$ cat src/rtl/case_sel_reg.sv
// Registered case-select decoder with a run-time programmable per-sel table.
// Each table entry picks CONST, PASS, INV or HOLD independently for a and b.
module case_sel_reg #(
    parameter int SEL_W  = 2,
    parameter int DATA_W = 1
) (
    input  logic              clk,
    input  logic              rst,
    input  logic              valid_in,
    input  logic [SEL_W-1:0]  sel,
    input  logic [DATA_W-1:0] d,
    input  logic              cfg_we,
    input  logic [SEL_W-1:0]  cfg_addr,
    input  logic [1:0]        cfg_a_mode,
    input  logic [DATA_W-1:0] cfg_a_val,
    input  logic [1:0]        cfg_b_mode,
    input  logic [DATA_W-1:0] cfg_b_val,
    output logic [DATA_W-1:0] a,
    output logic [DATA_W-1:0] b,
    output logic              valid_out
);

    localparam int N = 1 << SEL_W;

    localparam logic [1:0] M_CONST = 2'd0;
    localparam logic [1:0] M_PASS  = 2'd1;
    localparam logic [1:0] M_INV   = 2'd2;
    localparam logic [1:0] M_HOLD  = 2'd3;

    logic [1:0]        a_mode_q [N];
    logic [DATA_W-1:0] a_val_q  [N];
    logic [1:0]        b_mode_q [N];
    logic [DATA_W-1:0] b_val_q  [N];

    logic [DATA_W-1:0] a_next;
    logic [DATA_W-1:0] b_next;

    function automatic logic [DATA_W-1:0] resolve(
        input logic [1:0]        mode,
        input logic [DATA_W-1:0] val,
        input logic [DATA_W-1:0] din,
        input logic [DATA_W-1:0] cur
    );
        logic [DATA_W-1:0] r;
        r = val;
        case (mode)
            M_CONST: r = val;
            M_PASS:  r = din;
            M_INV:   r = ~din;
            M_HOLD:  r = cur;
            default: r = val;
        endcase
        return r;
    endfunction

    // Lookup reads the pre-edge table, so a same-cycle write only takes effect next cycle.
    always_comb begin
        a_next = resolve(a_mode_q[sel], a_val_q[sel], d, a);
        b_next = resolve(b_mode_q[sel], b_val_q[sel], d, b);
    end

    always_ff @(posedge clk) begin
        if (rst) begin
            a         <= '0;
            b         <= '0;
            valid_out <= 1'b0;
            for (int i = 0; i < N; i++) begin
                if (i == 0) begin
                    a_mode_q[i] <= M_CONST;
                    a_val_q[i]  <= '0;
                    b_mode_q[i] <= M_CONST;
                    b_val_q[i]  <= '1;
                end else if (i == 1) begin
                    a_mode_q[i] <= M_CONST;
                    a_val_q[i]  <= DATA_W'(1);
                    b_mode_q[i] <= M_CONST;
                    b_val_q[i]  <= '0;
                end else begin
                    a_mode_q[i] <= M_PASS;
                    a_val_q[i]  <= '0;
                    b_mode_q[i] <= M_PASS;
                    b_val_q[i]  <= '0;
                end
            end
        end else begin
            valid_out <= valid_in;
            if (valid_in) begin
                a <= a_next;
                b <= b_next;
            end
            if (cfg_we) begin
                a_mode_q[cfg_addr] <= cfg_a_mode;
                a_val_q[cfg_addr]  <= cfg_a_val;
                b_mode_q[cfg_addr] <= cfg_b_mode;
                b_val_q[cfg_addr]  <= cfg_b_val;
            end
        end
    end

endmodule

$ cat config.mk
export PLATFORM = sky130hd
export DESIGN_NAME = case_sel_reg
export DESIGN_NICKNAME = d
export VERILOG_FILES = /design/src/rtl/case_sel_reg.sv
export SDC_FILE = /design/constraint.sdc
export NUM_CORES = 1
export LEC_CHECK = 0
export CAP_MARGIN = 20
export CELL_PAD_IN_SITES_DETAIL_PLACEMENT = 0
export CELL_PAD_IN_SITES_GLOBAL_PLACEMENT = 2
export CORE_MARGIN = 2
export CORE_UTILIZATION = 37
export CTS_CLUSTER_SIZE = 28
export DETAILED_ROUTE_END_ITERATION = 12
export PLACE_DENSITY_LB_ADDON = 0.1
export SLEW_MARGIN = 40
export SYNTH_ARGS = -nofsm -noshare
export SYNTH_HDL_FRONTEND = slang
export SYNTH_SLANG_ARGS = --single-unit
$ cat constraint.sdc
create_clock -name clk -period 2.2 [get_ports clk]
set_input_delay 0.44 -clock clk [delete_from_list [all_inputs] [get_ports clk]]
set_output_delay 0.44 -clock clk [all_outputs]
set_load 0.01 [all_outputs]
==> metrics <==
port bufs=17; Distinct cells, synth=28; worst clock skew=0.4391 ps; Simple-Gate Fraction of Synth Area=21.05%; Post-synth EDFFs=22; VDD IR max=0.0002825 V; #FFs+latches synth=27; overflow left after global routing=0; H-tree levels=1; # IOs=18; clock share of power=25.8%; top_reg_cell synth=edfxtp_1; CTS max path bufs=2; Initial DRT Pass Iterations=3; top cells by count, synth=edfxtp_1 (22), and2_1 (18), nand2b_1 (8), ha_1 (6), dfxtp_1 (5); Max Cap Viol=0; status=finished, final reports clean; Total GRT Usage=13.48%; slew margin rel.=80.29%; Seq/Total Area, Yosys=54.92%; Clock transition at path regs=90 ps; Worst Setup Start Kind=input port; CORE AREA=3633 um2; antenna-violating nets left=0; synthesized net count=122; max-slew violation count=0; Peak Freq=501.4 MHz; Residual DRC=0; fin cells=177; Starting Density=38.12%; largest net degree at the start of global routing=15; Post-Synth XOR/XNOR Area=0%; sw power=248.9 uW; Via density=4.537; initial antenna violation count=0; Placed Instances=174; final setup fails=0; Crit. End Element=flip-flop; DP Area=1677 um2; root buf cell=clkbuf_8; Tcrit/Tclk final=90.66%; DR vias=803; largest family of logic cells by synthesized area=simple AND/OR/NAND/NOR gates; sw frac=22.93%; critical-path cell list=clkdlybuf4s50_1 -> mux4_2 -> buf_4 -> ha_1 -> nand2b_4 -> o41ai_2; WL final=2.415 mm; die width=65.19 um; RSZ-0062 raised after global routing=false; nets@finish=151; arrival time worst endpoint=2180 ps; Cells after Synth=101; share of post-route cells with drive strength above 1=23.26%; Setup Fix Bufs, Post-CTS=0; final critical-path required period=1995 ps; Syn. warnings=0; CP Buf/Inv Count=2; P_int=836.7 uW; Syn Area/Cell=13.71 um2; CTS sink cnt=27; DP HPWL=1.914 mm; Layout area overhead=26.20%; final hold vios=0; Synth top area share=47.70%; Post-Synth Adder-Cell Area=5.420%; Wirelength per Cell=13.64 um; Finished Cell Area=1748 um2; Pleak=0.6700 nW; worst skew pair latency=270 ps; FP Rows=22; Seq pwr share=55.7%; CTS tree=built; Slew @ Worst Pin=295.6 ps; Combinational Power Share=18.5%; largest area contributor in the netlist=edfxtp_1; Cell Area, Synth=1385 um2; worst endpoint required time=2390 ps; minimum hold slack=495.2 ps; Final Util=48.11%; Async SR Flop Fraction=0%; worst slack, placed=-300.2 ps; GP Congestion=0.7799; Total Power=1.086 mW; Worst Hold Class=flip-flop to flip-flop; Setup TNS Final=0 ps; die outline area=4249 um2; worst setup margin=205.4 ps; vias in the first global route=846; crit-path max FO=6; ANT cells=0; worst-path cell with the longest stage delay=clkdlybuf4s50_1; DR iter-0 viols=18; slowest cell delay on critical path=620 ps; most numerous cell in the Yosys netlist=edfxtp_1; mux share of post-synthesis cell area=10.30%; Power Density=621.1 nW/um2; top post-synthesis cells by area=edfxtp_1 (48%), and2_1 (8.1%), dfxtp_1 (7.2%), mux4_2 (6.5%), ha_1 (5.4%); first-pass GRT wire length=4.264 mm; Crit path max-delay family=buffers and inverters; Die H=65.19 um; post-synthesis compound-gate area fraction=5.691%; Crit Path Category=input port to flip-flop; cts bufs inserted=3
power by group through the flow:
stage	sequential, mW	combinational (mW)	clock [mW]
finish	0.605	0.201	0.280
global route	0.609	0.226	0.310
CTS	0.605	0.203	0.284
detailed placement	0.617	0.196	0
global placement	0.617	0.194	0
floorplan	0.614	0.110	0
layout by cell type, fill, tap and decap left out:
master and n:
a211oi_1 2, a31o_2 1, and2_1 18, and3b_1 1, and4bb_1 1, buf_4 9
buf_6 1, clkbuf_1 1, clkbuf_8 3, clkdlybuf4s50_1 16, dfxtp_1 5, dlymetal6s2s_1 1
edfxtp_1 22, ha_1 5, ha_4 1, inv_1 2, inv_2 2, mux2_1 2
mux2_4 2, mux4_2 4, nand2_1 4, nand2b_1 6, nand2b_4 2, nand3b_1 2
nor2_1 2, nor2b_1 3, nor2b_2 1, nor4b_4 1, o21ai_0 2, o22ai_1 2
o41ai_2 2, or2_1 2, or2_2 1
final cells by class:
cell class	instances	area, um2
inverter	4	15.01
fill	346	1886
tap	48	60.06
clock buffer	4	45.04
multi-input combinational	67	615.6
timing repair buffer	27	251.5
sequential	27	760.7
sequential cells by signal, indices dropped and copies added (netlist names):
signal     count
a_mode_q       8
b_mode_q       8
a_val_q        4
b_val_q        4
a              1
b              1
valid_out      1
timing repair:
item	CTS	global route
gates resized for setup	1	4
pin swaps	0	2
gates cloned	0	0
setup endpoints to repair	1	2
hold buffers	0	0
logic make-up after synthesis:
| group | count (synthesis) |
|---|---|
| AOI/OAI and AO/OA | 9 |
| adders and majority gates | 6 |
| buffers and inverters | 7 |
| DFF | 27 |
| muxes | 8 |
| and+or+nand+nor | 44 |
worst min-delay path, cell delays in order, from the launching register on:
cell and delay [ps]:
dfxtp_1 320, nor2_1 70, o21ai_0 70
per-layer routing:
metal / up-vias / GRT usage (%) / part of all wire, %
li1: 417 / - / -
met1: 362 / 16.91 / 46
met2: 19 / 22.70 / 48
met3: 5 / 2.740 / 4.1
met4: 0 / 5.469 / 1.9
met5: - / 0 / 0
worst paths after layout:
check                 startpoint    endpoint  slack (ps)  cells after the start
setup / recovery          sel[1]           b         210                      6
hold / removal        b_val_q[0]  b_val_q[0]         500                      2
setup reg to reg  b_mode_q[3][0]           b         470                      5
hold reg to reg       b_val_q[0]  b_val_q[0]         500                      2
(Power assumes the default switching activity.)
